<file path="config.mk">
export PLATFORM = sky130hd
export DESIGN_NAME = ascii_hex_parser
export DESIGN_NICKNAME = d
export VERILOG_FILES = /design/src/rtl/ascii_hex_parser.sv
export SDC_FILE = /design/constraint.sdc
export NUM_CORES = 1
export LEC_CHECK = 0
export ABC_AREA = 0
export ABC_CLOCK_PERIOD_IN_PS = 4200
export BUFFER_PORTS_ARGS = -buffer_cell sky130_fd_sc_hd__buf_2
export CAP_MARGIN = 10
export CORE_UTILIZATION = 55
export CTS_CLUSTER_DIAMETER = 100
export CTS_CLUSTER_SIZE = 20
export DETAILED_ROUTE_END_ITERATION = 8
export PLACE_DENSITY = 0.73
export SKIP_CTS_REPAIR_TIMING = 1
export SYNTH_ARGS = -nofsm -noshare
export SYNTH_HDL_FRONTEND = slang
export SYNTH_SLANG_ARGS = --single-unit
</file>
<file path="constraint.sdc">
create_clock -name i_clk -period 4.2 [get_ports i_clk]
set_clock_uncertainty 0.1 [all_clocks]
set_input_delay 0.21 -clock i_clk [delete_from_list [all_inputs] [get_ports i_clk]]
set_output_delay 0.21 -clock i_clk [all_outputs]
set_load 0.05 [all_outputs]
</file>
<file path="src/rtl/ascii_hex_parser.sv">
// Streaming ASCII hex token parser: accumulates hex digits into a word and emits it
// when a delimiter arrives, with a valid/ready handshake on both sides.
module ascii_hex_parser #(
  parameter int unsigned SIZE_DATA_IN = 8,
  parameter int unsigned NUM_DIGITS   = 8,
  localparam int unsigned W = 4 * NUM_DIGITS,
  localparam int unsigned C = $clog2(NUM_DIGITS + 1)
) (
  input  logic                    i_clk,
  input  logic                    i_rst,
  input  logic                    i_valid,
  input  logic [SIZE_DATA_IN-1:0] i_data,
  output logic                    o_ready,
  output logic                    o_valid,
  output logic [W-1:0]            o_data,
  output logic [C-1:0]            o_num_digits,
  output logic                    o_err,
  input  logic                    i_ready
);

  localparam logic [SIZE_DATA_IN-1:0] Ch0     = SIZE_DATA_IN'(8'h30);
  localparam logic [SIZE_DATA_IN-1:0] Ch9     = SIZE_DATA_IN'(8'h39);
  localparam logic [SIZE_DATA_IN-1:0] ChUpA   = SIZE_DATA_IN'(8'h41);
  localparam logic [SIZE_DATA_IN-1:0] ChUpF   = SIZE_DATA_IN'(8'h46);
  localparam logic [SIZE_DATA_IN-1:0] ChLoA   = SIZE_DATA_IN'(8'h61);
  localparam logic [SIZE_DATA_IN-1:0] ChLoF   = SIZE_DATA_IN'(8'h66);
  localparam logic [SIZE_DATA_IN-1:0] ChSpace = SIZE_DATA_IN'(8'h20);
  localparam logic [SIZE_DATA_IN-1:0] ChCr    = SIZE_DATA_IN'(8'h0D);
  localparam logic [SIZE_DATA_IN-1:0] ChLf    = SIZE_DATA_IN'(8'h0A);
  localparam logic [SIZE_DATA_IN-1:0] ChComma = SIZE_DATA_IN'(8'h2C);
  localparam logic [C-1:0]            CntMax  = C'(NUM_DIGITS);

  typedef enum logic [1:0] {StIdle, StAccum, StEmit} state_e;

  state_e           state_q, state_d;
  logic [W-1:0]     acc_q, acc_d;
  logic [C-1:0]     cnt_q, cnt_d;
  logic             err_q, err_d;
  logic             ready_q, ready_d;
  logic             valid_q, valid_d;
  logic [W-1:0]     data_q, data_d;
  logic [C-1:0]     num_q, num_d;
  logic             oerr_q, oerr_d;

  logic             accept;
  logic             is_digit, is_upper, is_lower, is_hex, is_delim;
  logic [3:0]       nibble;

  // Character classification
  always_comb begin
    is_digit = (i_data >= Ch0)   && (i_data <= Ch9);
    is_upper = (i_data >= ChUpA) && (i_data <= ChUpF);
    is_lower = (i_data >= ChLoA) && (i_data <= ChLoF);
    is_hex   = is_digit || is_upper || is_lower;
    is_delim = (i_data == ChSpace) || (i_data == ChCr) || (i_data == ChLf) ||
               (i_data == ChComma);
    // Letters share low nibble 1..6 in both cases, so +9 maps them to A..F.
    nibble   = is_digit ? i_data[3:0] : (i_data[3:0] + 4'd9);
  end

  assign accept = i_valid && ready_q;

  always_comb begin
    state_d = state_q;
    acc_d   = acc_q;
    cnt_d   = cnt_q;
    err_d   = err_q;
    ready_d = ready_q;
    valid_d = valid_q;
    data_d  = data_q;
    num_d   = num_q;
    oerr_d  = oerr_q;

    unique case (state_q)
      StIdle: begin
        if (accept) begin
          if (is_hex) begin
            acc_d   = W'(nibble);
            cnt_d   = C'(1);
            state_d = StAccum;
          end else if (!is_delim) begin
            acc_d   = '0;
            cnt_d   = '0;
            err_d   = 1'b1;
            state_d = StAccum;
          end
        end
      end
      StAccum: begin
        if (accept) begin
          if (is_hex) begin
            if (cnt_q != CntMax) begin
              acc_d = (acc_q << 4) | W'(nibble);
              cnt_d = cnt_q + C'(1);
            end else begin
              err_d = 1'b1;
            end
          end else if (is_delim) begin
            state_d = StEmit;
            data_d  = acc_q;
            num_d   = cnt_q;
            oerr_d  = err_q;
            valid_d = 1'b1;
            ready_d = 1'b0;
          end else begin
            err_d = 1'b1;
          end
        end
      end
      StEmit: begin
        if (i_ready) begin
          state_d = StIdle;
          acc_d   = '0;
          cnt_d   = '0;
          err_d   = 1'b0;
          valid_d = 1'b0;
          ready_d = 1'b1;
        end
      end
      default: begin
        state_d = StIdle;
        acc_d   = '0;
        cnt_d   = '0;
        err_d   = 1'b0;
        valid_d = 1'b0;
        ready_d = 1'b1;
      end
    endcase
  end

  always_ff @(posedge i_clk) begin
    if (i_rst) begin
      state_q <= StIdle;
      acc_q   <= '0;
      cnt_q   <= '0;
      err_q   <= 1'b0;
      ready_q <= 1'b1;
      valid_q <= 1'b0;
      data_q  <= '0;
      num_q   <= '0;
      oerr_q  <= 1'b0;
    end else begin
      state_q <= state_d;
      acc_q   <= acc_d;
      cnt_q   <= cnt_d;
      err_q   <= err_d;
      ready_q <= ready_d;
      valid_q <= valid_d;
      data_q  <= data_d;
      num_q   <= num_d;
      oerr_q  <= oerr_d;
    end
  end

  assign o_ready      = ready_q;
  assign o_valid      = valid_q;
  assign o_data       = data_q;
  assign o_num_digits = num_q;
  assign o_err        = oerr_q;

endmodule

</file>
==> summary.md <==
The flow ran to the end, and the final reports show no timing, DRC or antenna violations. Entering global routing, the biggest net connects 46 pins. The run gives 0 as the number of nets with antenna violations after detailed routing. The tightest hold path in the finished design has a slack of 0.142 ns. The post-synthesis to final-layout area growth works out to 13.0%. Across the VDD grid, the largest voltage drop is 0.267 mV. The count of non-filler cells in the finished layout was 475; the power density relative to cell area was 364 nW/µm². The tools report the final-report hold violation count as 0. TritonCTS built the clock tree. Number of distinct library cell variants in the gate-level netlist after synthesis: 49. Leaving out fill and tap cells, the most frequent cell in the layout is dfxtp_1. Summed over all layers, the routed wires come to 6460 µm. The number of clock buffers added by TritonCTS is 9. In this run the clock root is driven by a clkbuf_8. For this run, the leading register cell type out of synthesis is dfxtp_1.

The worst hold path endpoint is acc_q[2]. The worst hold path begins at i_data[2]. The floorplan has 28 rows.

The number of remaining DRC errors came out at 0. Before CTS, the worst setup slack after placement is 1.69 ns. The cell total after placement is 459, and the number of slew-limit violations in the final report is 0. Maximum clock frequency: 396 MHz. In the layout the commonest cells are dfxtp_1 (78), mux2i_1 (68), nand2_1 (64). The leakage power is 1.50 nW. The critical path is of the flop to flop type. At the worst endpoint, the required time is 4.38 ns. The congestion estimate from routability-driven global placement came to 0.791.

The mean area per synthesized cell was 9.56 µm²; the total length of routed met3 wires was 246 µm. The number of synthesized flops with an enable pin came out at 0. The logs give 1.68 ns for the reg2reg setup slack and 0 for the initial antenna violation count. Clock-pin slew was measured on the worst setup and hold paths at 0.08 ns.

The worst hold path passes through 3 cells. Setup violations remaining at the end of the flow were counted as 0. For the worst-skew pair, the clock arrives at the later sink with an insertion delay of 0.35 ns. The clock drives 78 sinks. The tools report the count of inserted antenna diode cells as 0. The endpoint of the most critical register-to-register path is acc_q[31]. After synthesis, the largest family of logic cells by area is multiplexers. The compound-gate portion of the synthesized area is 0.0899, and the core box area is 5920 µm². The top cell type's share of synthesized area is 0.462, and the length of routed met2 wiring is 2910 µm. During I/O placement, the number of pins put on the boundary was 51. For the overall die area, the log shows 6470 µm². STA classifies the critical path endpoint as a flop. For the number of global-route vias before repair, the log shows 2,279. The share of the clock period used by the worst path after layout is 0.601. The parity-gate share of the synthesized area counting xor and xnor cells was 0.00259; the accumulated negative setup slack was 0 ns. The type of the worst min-delay path is primary input to flop. The maximum level of the CTS H-tree is 3, and the vias per cell is 5.32. The share of flip-flops with an asynchronous set or reset was 0; the sequential-to-total area share from yosys stat was 0.462. The proportion of layout cells with a drive suffix above 1 was 0.203; the simple logic cell fraction of the synthesized area was 0.170. The tools report the vias after detailed routing as 2,528. The vertical die dimension was 80.4 µm.

The global-route usage over all layers was 0.215; the final layout net count was 414. The wire length per cell was 13.6 µm. Synthesis handed over a netlist of 354 instances. In the post-route analysis, the smallest setup slack over all paths is 1.68 ns.

The mux share of post-synthesis cell area was 0.201; the worst relative slew slack was 0.247. For this run, the number of Yosys warnings is 0. The tool flagged a number of max-cap violations equal to 0.

Top layer reached by signal wires: met4. The worst setup path is launched from a flop. Summed over all nets, the half-perimeter wirelength after detailed placement is 4200 µm. Buffers placed on the I/O ports in this run total 50.

The run gives 4 as the detailed-router iteration count before antenna repair. The first routing iteration left 154 violations. The shortest clock period the worst path allows after layout was 2.52 ns. The number of storage elements in the synthesis netlist works out to 78. The origin of the critical flop-to-flop path is cnt_q[0].

Counting along the longest clock path gives a buffer depth of 2. The floorplan step set the die width to 80.4 µm. Ranked by total cell area, the synthesized netlist is headed by dfxtp_1 (46%), mux2i_1 (20%), nand2_1 (7.1%).

Summing every instance area after synthesis gives 3380 µm². The logs give 10,700 µm for the global-route wire length before repair and 0.571 for the starting density of the core. Remaining global-route overflow: 0. dfxtp_1 takes more of the synthesized area than any other cell. Synthesis produced a netlist with a net count of 373. In this run the worst path has a maximum fanout of 20.

Depth of the most critical reg-to-reg path: 8. STA puts the critical path data arrival time at 2.70 ns. The arithmetic-cell share of the synthesized area counting full adders, half adders and majority gates is 0.0259. At the pin with the least slew margin, the transition time is 1.13 ns.

Setup repair after global routing left no endpoint under its margin. The run gives 3230 µm as the post-route met1 wirelength.
power breakdown:
part | switching, W | internal, W | total (W)
Clock | 0.000271 | 0.000291 | 0.000562
Sequential | 0.00000334 | 0.000742 | 0.000745
Combinational | 0.0000555 | 0.0000306 | 0.0000861
Total | 0.000330 | 0.00106 | 0.00139
metal layers:
metal | vias up | global-route usage
li1 | 1293 | -
met1 | 1180 | 0.293
met2 | 49 | 0.323
met3 | 6 | 0.0557
met4 | 0 | 0.0804
met5 | - | 0
through the flow:
| stage | power (W) | util | cell area [µm²] |
|---|---|---|---|
| 2_1_floorplan | 0.000831 | - | 3380 |
| 6_report | 0.00139 | 0.646 | 3820 |
| 3_3_place_gp | 0.000846 | 0.612 | 3620 |
| 5_1_grt | 0.00145 | 0.646 | 3820 |
| 4_1_cts | 0.00140 | 0.646 | 3820 |
| 3_5_place_dp | 0.000848 | 0.612 | 3620 |
worst max path at each step:
stage,cells past startpoint,slack (ns),startpoint,end
6_report,8,1.68,cnt_q[0],acc_q[31]
5_1_grt,8,1.45,cnt_q[0],acc_q[31]
4_1_cts,8,1.67,cnt_q[0],acc_q[31]
3_5_place_dp,9,1.69,i_data[1],o_num_digits[1]
3_3_place_gp,9,1.77,i_data[1],o_num_digits[0]
2_1_floorplan,6,2.29,o_ready,acc_q[10]
worst max-delay path: stages (launching register included):
cell,delay [ns]
dfxtp_1,0.41
inv_1,0.08
ha_1,0.19
and3b_1,0.19
nor2_1,0.17
nand2_1,0.19
o21ai_4,0.45
buf_4,0.42
mux2i_1,0.24
cells by family after synthesis:
group | after synthesis
xor gates and xnor gates | 1
adders and majority gates | 7
muxes | 68
and+or+nand+nor | 133
AOI/OAI and AO/OA | 34
DFF | 78
buffers and inverters | 33
registers in the layout, summed over array words and instances, names as in the netlist:
signal	cells
cnt_q	4
o_err	1
o_valid	1
err_q	1
o_ready	1
acc_q	32
state_q	2
o_data	32
o_num_digits	4
cell type report:
type,count,area (µm²)
clock inverter,5,58.8
inverter,10,37.5
multi-input combinational,243,1660
timing repair buffer,53,273
clock buffer,11,141
tap,75,93.8
sequential,78,1560
fill,511,2100
synthesized netlist by cell type, types with 2 or more instances:
| cell | instances |
|---|---|
| inv_2 | 2 |
| buf_6 | 3 |
| nor2_1 | 49 |
| o2111ai_1 | 2 |
| o41ai_1 | 2 |
| inv_1 | 8 |
| a21oi_1 | 5 |
| nor3_1 | 2 |
| nand3_1 | 5 |
| buf_2 | 3 |
| dfxtp_1 | 78 |
| o311a_1 | 3 |
| nand4bb_1 | 2 |
| ha_1 | 7 |
| clkbuf_1 | 13 |
| a31o_2 | 2 |
| a32o_1 | 2 |
| buf_4 | 4 |
| mux2i_1 | 68 |
| o21ai_0 | 2 |
| nand2_1 | 64 |
Power figures use the tool's default switching activity.
